File: src/rtl/weight_addr_pkg.sv
// Shared types and defaults for the weight-ROM address sequencer.
package weight_addr_pkg;

    typedef enum logic [1:0] {
        IDLE = 2'd0,
        RUN  = 2'd1,
        DONE = 2'd2
    } state_e;

    localparam int ADDR_W_DEF      = 12;
    localparam int NUM_PORTS_DEF   = 2;
    localparam int WORD_W_DEF      = 10;
    localparam int PIX_W_DEF       = 10;
    localparam int GRP_W_DEF       = 4;
    localparam int BANK_OFFSET_DEF = 2048;

    // Bit position of a lane inside a flattened multi-lane bus.
    function automatic int lane_lsb(input int lane, input int width);
        return lane * width;
    endfunction

endpackage

File: src/rtl/weight_addr_counter.sv
// Generic wrap counter: steps by step_i on inc_i, returns to 0 after reaching limit_i.
module weight_addr_counter
    import weight_addr_pkg::*;
#(
    parameter int W = 8
) (
    input  logic         clk,
    input  logic         reset,
    input  logic         clr_i,
    input  logic         inc_i,
    input  logic [W-1:0] step_i,
    input  logic [W-1:0] limit_i,
    output logic [W-1:0] value_o,
    output logic         wrap_o
);

    logic [W-1:0] value_q, value_d;

    always_comb begin
        value_d = value_q;
        if (clr_i) begin
            value_d = '0;
        end else if (inc_i) begin
            value_d = (value_q == limit_i) ? '0 : value_q + step_i;
        end
    end

    always_ff @(posedge clk or posedge reset) begin
        if (reset) value_q <= '0;
        else       value_q <= value_d;
    end

    assign value_o = value_q;
    assign wrap_o  = inc_i && (value_q == limit_i);

endmodule

File: src/rtl/weight_addr_seq_multi.sv
// Multi-lane weight address sequencer: walks word x pixel x group for a conv layer job.
// Optional ping-pong bank selection is built when WADDR_PINGPONG_EN is defined.
module weight_addr_seq_multi
    import weight_addr_pkg::*;
#(
    parameter int ADDR_W      = ADDR_W_DEF,
    parameter int NUM_PORTS   = NUM_PORTS_DEF,
    parameter int WORD_W      = WORD_W_DEF,
    parameter int PIX_W       = PIX_W_DEF,
    parameter int GRP_W       = GRP_W_DEF,
    parameter int BANK_OFFSET = BANK_OFFSET_DEF
) (
    input  logic                          clk,
    input  logic                          reset,
    input  logic                          start,
    input  logic [ADDR_W-1:0]             cfg_base,
    input  logic [WORD_W-1:0]             cfg_words_per_pixel,
    input  logic [PIX_W-1:0]              cfg_num_pixels,
    input  logic [GRP_W-1:0]              cfg_num_groups,
    input  logic                          enable,
    output logic                          busy,
    output logic [NUM_PORTS*ADDR_W-1:0]   addr_o,
    output logic                          addr_valid,
    output logic                          pixel_last,
    output logic                          done
`ifdef WADDR_PINGPONG_EN
    ,
    output logic                          bank_o
`endif
);

    state_e                      state_q;
    logic [ADDR_W-1:0]           base_q, off_q;
    logic [WORD_W-1:0]           wpp_q, word_val;
    logic [PIX_W-1:0]            pix_q, pix_val;
    logic [GRP_W-1:0]            grp_q, grp_val;
    logic [NUM_PORTS*ADDR_W-1:0] addr_q, addr_d;
    logic                        valid_q, last_q, busy_q, done_q;
    logic                        word_wrap, pix_wrap, grp_wrap;
    logic                        adv, start_ok, cfg_zero, job_end, bank_sel;
    logic [ADDR_W-1:0]           bank_add;

    assign adv      = (state_q == RUN) && enable;
    assign start_ok = (state_q == IDLE) && start;
    assign cfg_zero = (cfg_words_per_pixel == '0) || (cfg_num_pixels == '0) ||
                      (cfg_num_groups == '0);
    assign job_end  = word_wrap && (pix_val == pix_q - PIX_W'(1)) &&
                      (grp_val == grp_q - GRP_W'(1));

    weight_addr_counter #(.W(WORD_W)) u_word (
        .clk(clk), .reset(reset), .clr_i(start_ok), .inc_i(adv),
        .step_i(WORD_W'(NUM_PORTS)), .limit_i(wpp_q - WORD_W'(NUM_PORTS)),
        .value_o(word_val), .wrap_o(word_wrap)
    );

    weight_addr_counter #(.W(PIX_W)) u_pix (
        .clk(clk), .reset(reset), .clr_i(start_ok), .inc_i(word_wrap),
        .step_i(PIX_W'(1)), .limit_i(pix_q - PIX_W'(1)),
        .value_o(pix_val), .wrap_o(pix_wrap)
    );

    weight_addr_counter #(.W(GRP_W)) u_grp (
        .clk(clk), .reset(reset), .clr_i(start_ok), .inc_i(pix_wrap),
        .step_i(GRP_W'(1)), .limit_i(grp_q - GRP_W'(1)),
        .value_o(grp_val), .wrap_o(grp_wrap)
    );

`ifdef WADDR_PINGPONG_EN
    logic bank_q;
    always_ff @(posedge clk or posedge reset) begin
        if (reset)                 bank_q <= 1'b0;
        else if (state_q == DONE)  bank_q <= ~bank_q;
    end
    assign bank_sel = bank_q;
    assign bank_o   = bank_q;
`else
    assign bank_sel = 1'b0;
`endif

    assign bank_add = bank_sel ? ADDR_W'(BANK_OFFSET) : '0;

    // Lane addresses wrap modulo 2^ADDR_W by plain truncation.
    always_comb begin
        addr_d = '0;
        for (int p = 0; p < NUM_PORTS; p++) begin
            addr_d[lane_lsb(p, ADDR_W) +: ADDR_W] =
                base_q + off_q + ADDR_W'(word_val) + ADDR_W'(p) + bank_add;
        end
    end

    always_ff @(posedge clk or posedge reset) begin
        if (reset) begin
            state_q <= IDLE;
            base_q  <= '0;
            wpp_q   <= '0;
            pix_q   <= '0;
            grp_q   <= '0;
            off_q   <= '0;
            addr_q  <= '0;
            valid_q <= 1'b0;
            last_q  <= 1'b0;
            busy_q  <= 1'b0;
            done_q  <= 1'b0;
        end else begin
            valid_q <= adv;
            last_q  <= word_wrap;
            done_q  <= 1'b0;
            if (adv) addr_q <= addr_d;
            case (state_q)
                IDLE: if (start) begin
                    base_q  <= cfg_base;
                    wpp_q   <= cfg_words_per_pixel;
                    pix_q   <= cfg_num_pixels;
                    grp_q   <= cfg_num_groups;
                    off_q   <= '0;
                    state_q <= cfg_zero ? DONE : RUN;
                    busy_q  <= !cfg_zero;
                end
                RUN: if (adv) begin
                    // Weights are shared by all pixels; only a group step moves the offset.
                    if (grp_wrap)      off_q <= '0;
                    else if (pix_wrap) off_q <= off_q + ADDR_W'(wpp_q);
                    if (job_end) begin
                        state_q <= DONE;
                        busy_q  <= 1'b0;
                    end
                end
                DONE: begin
                    state_q <= IDLE;
                    done_q  <= 1'b1;
                end
                default: state_q <= IDLE;
            endcase
        end
    end

    assign busy       = busy_q;
    assign addr_o     = addr_q;
    assign addr_valid = valid_q;
    assign pixel_last = last_q;
    assign done       = done_q;

endmodule

File: config.mk
export PLATFORM = sky130hd
export DESIGN_NAME = weight_addr_seq_multi
export DESIGN_NICKNAME = d
export VERILOG_FILES = /design/src/rtl/weight_addr_pkg.sv /design/src/rtl/weight_addr_counter.sv /design/src/rtl/weight_addr_seq_multi.sv
export SDC_FILE = /design/constraint.sdc
export NUM_CORES = 1
export LEC_CHECK = 0
export CAP_MARGIN = 0
export CORE_MARGIN = 4
export CORE_UTILIZATION = 34
export CTS_BUF_LIST = sky130_fd_sc_hd__clkbuf_4
export DETAILED_ROUTE_END_ITERATION = 8
export PLACE_DENSITY = 0.52
export SLEW_MARGIN = 30
export SYNTH_ARGS = -nofsm -noshare
export SYNTH_HDL_FRONTEND = slang
export SYNTH_SLANG_ARGS = --single-unit
File: constraint.sdc
create_clock -name clk -period 5.5 [get_ports clk]
set_clock_uncertainty 0.05 [all_clocks]
set_input_delay 1.1 -clock clk [delete_from_list [all_inputs] [get_ports clk]]
set_output_delay 1.1 -clock clk [all_outputs]
set_load 0.02 [all_outputs]
==> impl_summary.log <==
INFO  metric totalPowerFinal = about 3.2 mW
INFO  metric cap_violations = 0
INFO  metric fmaxAchievable = between 0.2 and 0.3 GHz
INFO  metric via_count = about 5000
INFO  metric yosys-mux-area-fraction = less than 1%
INFO  metric antenna_nets_post_route = 0
INFO  metric final_hold_viol_count = 0
INFO  metric tightest_slew = around 0.7 ns
INFO  metric layoutNonFillerInstCount = slightly below 1000
INFO  metric grt_antenna_before_repair = 1
INFO  metric final_count_of_pins_violating_max_slew = 0
INFO  metric wirelength = roughly 15 mm
INFO  metric initial_cell_density_of_the_core = 34.94%
INFO  metric combinational_family_with_the_most_area_after_synthesis = simple AND/OR/NAND/NOR gates
INFO  metric layout-drive-gt1-share = 4.648%
INFO  metric clock_tree_from_tritoncts = built
INFO  metric areaGrowthSynthToFinish = 16.41%
INFO  metric post_synth_xor_area_fraction = 8.257%
INFO  metric worst-endpoint-arrival = around 4.3 ns
INFO  metric synth.top_cells.by_area = sky130_fd_sc_hd__dfrtp_1 41%, sky130_fd_sc_hd__nand2_1 10%, sky130_fd_sc_hd__ha_1 5.9%
INFO  metric finalCoreUtilization = between 40% and 50%
INFO  metric cts_inserted_buffers = 9
INFO  metric netlist-cell-type-count = 59
INFO  metric ys_warn_count = 0
INFO  metric routedWlPerCell = around 15 um
INFO  metric min-delay-path-class = reg2reg
INFO  metric design.core.area = about 17000 um2
INFO  metric yosysMostFrequentCell = sky130_fd_sc_hd__nand2_1
INFO  metric crit_fanout = 40
INFO  metric setup.worst_path.start_class = primary input
INFO  metric drt_first_iter_violations = around 280
INFO  metric critical_path.n_buffers_inverters = 2
INFO  metric die_area = 20170 um2
INFO  metric compound_gate_fraction_of_synth_area = ~14%
INFO  metric post-route-min-period = 3.924 ns
INFO  metric required = between 5 and 6 ns
INFO  metric fin_ws = ~1.6 ns
INFO  metric ctsRootBufferMaster = sky130_fd_sc_hd__clkbuf_4
INFO  metric place_ws = 1.031 ns
INFO  metric yosys.area.top_type_share = 41.38%
INFO  metric hold_buffers = 0
INFO  metric synth_area_leader_cell = sky130_fd_sc_hd__dfrtp_1
INFO  metric globalRoute.totalOverflow = 0
INFO  metric gp_routability_congestion = between 0.8 and 0.9
INFO  metric die_w = around 140 um
INFO  metric fin_nets = between 800 and 900
INFO  metric worst_path_clk_slew = 0.15 ns
INFO  metric syn-instance-count = 690
INFO  metric synthAdderAreaFrac = around a tenth
INFO  metric fraction_of_registers_with_async_set_or_reset_after_synthesis = between 90% and 100%
INFO  metric ir_worst_vdd = about 0.23 mV
INFO  metric critPathSlowestCell = sky130_fd_sc_hd__or4_4
INFO  metric h_tree_lvls = 3
INFO  metric clk_path_buf_depth = 2
INFO  metric synth-edff-count = 0
INFO  metric syn_nets = 770
INFO  metric post_synth_instance_area = between 6000 and 7000 um2
INFO  metric grt_max_degree = 73
INFO  metric die-height = approximately 140 um
INFO  metric ios = about 70
INFO  metric dp_cells = about 960
INFO  metric outcome = finished, final reports clean
INFO  metric detailedRoute.firstPassIterationCount = 5
INFO  metric worstPathCellList = clkdlybuf4s50_1, nand2_1, or2_2, inv_1, nand3_1, or4_4, or3_1, o211ai_2
INFO  metric setup_tns = 0 ns
INFO  metric finalCritPeriodShare = approximately 70%
INFO  metric synth_common_cells = 165 x sky130_fd_sc_hd__nand2_1, 101 x sky130_fd_sc_hd__dfrtp_1, 46 x sky130_fd_sc_hd__o21ai_0
INFO  metric grt_usage = between 10% and 20%
INFO  metric power.density_cell_area = approximately 450 nW/um2
INFO  metric timing.setup.critical_path_class = in2reg
INFO  metric max-slew-margin-rel = around half
INFO  metric post_cts_setup_driven_buffer_insertion_count = 0
INFO  metric worst-r2r-setup-slack = about 1.9 ns
INFO  metric cell_leakage_power = ~3.2 nW
INFO  metric insertion_delay = about 0.46 ns
INFO  metric vias_per_cell = ~5.1
INFO  metric tritoncts_num_sinks = between 100 and 150
INFO  metric synthSimpleGateAreaFrac = a little under a quarter
INFO  metric synth-seq-area-share = between 40% and 50%
INFO  metric port_buffers = 67
INFO  metric rsz0062_at_grt = no
INFO  metric synth_ff_type = sky130_fd_sc_hd__dfrtp_1
INFO  metric cts_resized = 0
INFO  metric grt_first_pass_wirelength = about 25 mm
INFO  metric postSynthAreaPerCell = roughly 8.9 um2
INFO  metric row_count = 48
INFO  metric setup_viol = 0
INFO  metric setup.worst_path.end_class = flip-flop
INFO  metric first_global_vias = between 4000 and 5000
INFO  metric drc_violations_left = 0
INFO  metric synth_seq_cells = between 100 and 150
INFO  metric kind_of_cell_with_the_highest_combined_delay_on_the_critical_path = simple AND/OR/NAND/NOR gates
INFO  metric dp.final_hpwl = around 11 mm
INFO  metric critical_path.max_stage_delay = roughly 0.72 ns
through the flow:
step,hold slack [ns],cell area (um2)
final,0.4461,7109
after global routing,0.4687,7109
after CTS,0.4535,7103
after detailed placement,0.4167,6999
after global placement,0.4178,6999
after floorplan,0.4023,6107
placed cells by master, fill, tap and decap left out, drive strengths merged, types with 12 or more instances in the layout:
master and n:
a21oi 21, and3 12, clkdlybuf4s50 67, dfrtp 101
ha 29, inv 25, nand2 165, nand3 17
nor2 33, nor3 13, o21ai 57, xnor2 29
xor2 26
state kept, by name (all words and copies together) (netlist names):
register	cells
pixel_last	1
addr_valid	1
u_word.value_o	9
addr_o	24
off_q	12
busy	1
grp_q	4
done	1
wpp_q	10
u_grp.value_o	4
base_q	12
state_q	2
pix_q	10
u_pix.value_o	10
power breakdown:
part | internal, mW | switching [mW] | total (mW)
logic | 0.727 | 0.906 | 1.63
clock network | 0.0929 | 0.254 | 0.347
registers | 0.973 | 0.251 | 1.22
routing by layer:
metal  track usage [%]  vias to the layer above  wire [um]
met5                 0                        -          0
li1                  -                     2506          -
met3             2.621                       22        522
met1             21.64                     2389       7376
met2             23.60                      108       6603
met4             6.212                        0        424
path summary, 6_finish.rpt:
kind / from / end / cells past startpoint
worst max-delay path: enable / u_grp.value_o[3] / 8
worst min-delay path: addr_o[14] / addr_o[14] / 2
worst max register to register: wpp_q[1] / u_grp.value_o[3] / 10
worst min register to register: addr_o[14] / addr_o[14] / 2
max in group asynchronous: reset / done / 3
min in group asynchronous: reset / u_pix.value_o[5] / 2
worst register-to-register path: cells and delay by family, from the launching register on:
family | cells | cell delay (ns)
and+or+nand+nor | 5 | 1.96
AOI/OAI and AO/OA | 3 | 0.56
DFF | 1 | 0.55
adders and majority gates | 1 | 0.32
buffers and inverters | 1 | 0.11
layout make-up:
type / count / area (um2)
fillers: 1737 / 10370
multi-input cells: 542 / 3402
flip-flops and latches: 101 / 2527
repair buffers: 70 / 693.2
well taps: 225 / 281.5
inverters: 25 / 98.84
clock buffers: 10 / 75.07
clock inverters: 5 / 28.78
diodes: 1 / 2.502
logic make-up after synthesis:
| kind of cell | after synthesis |
|---|---|
| adders and majority gates | 40 |
| muxes | 1 |
| xor gates and xnor gates | 56 |
| DFF | 101 |
| and+or+nand+nor | 307 |
| buffers and inverters | 47 |
| AOI/OAI and AO/OA | 138 |
Power figures use the tool's default switching activity.
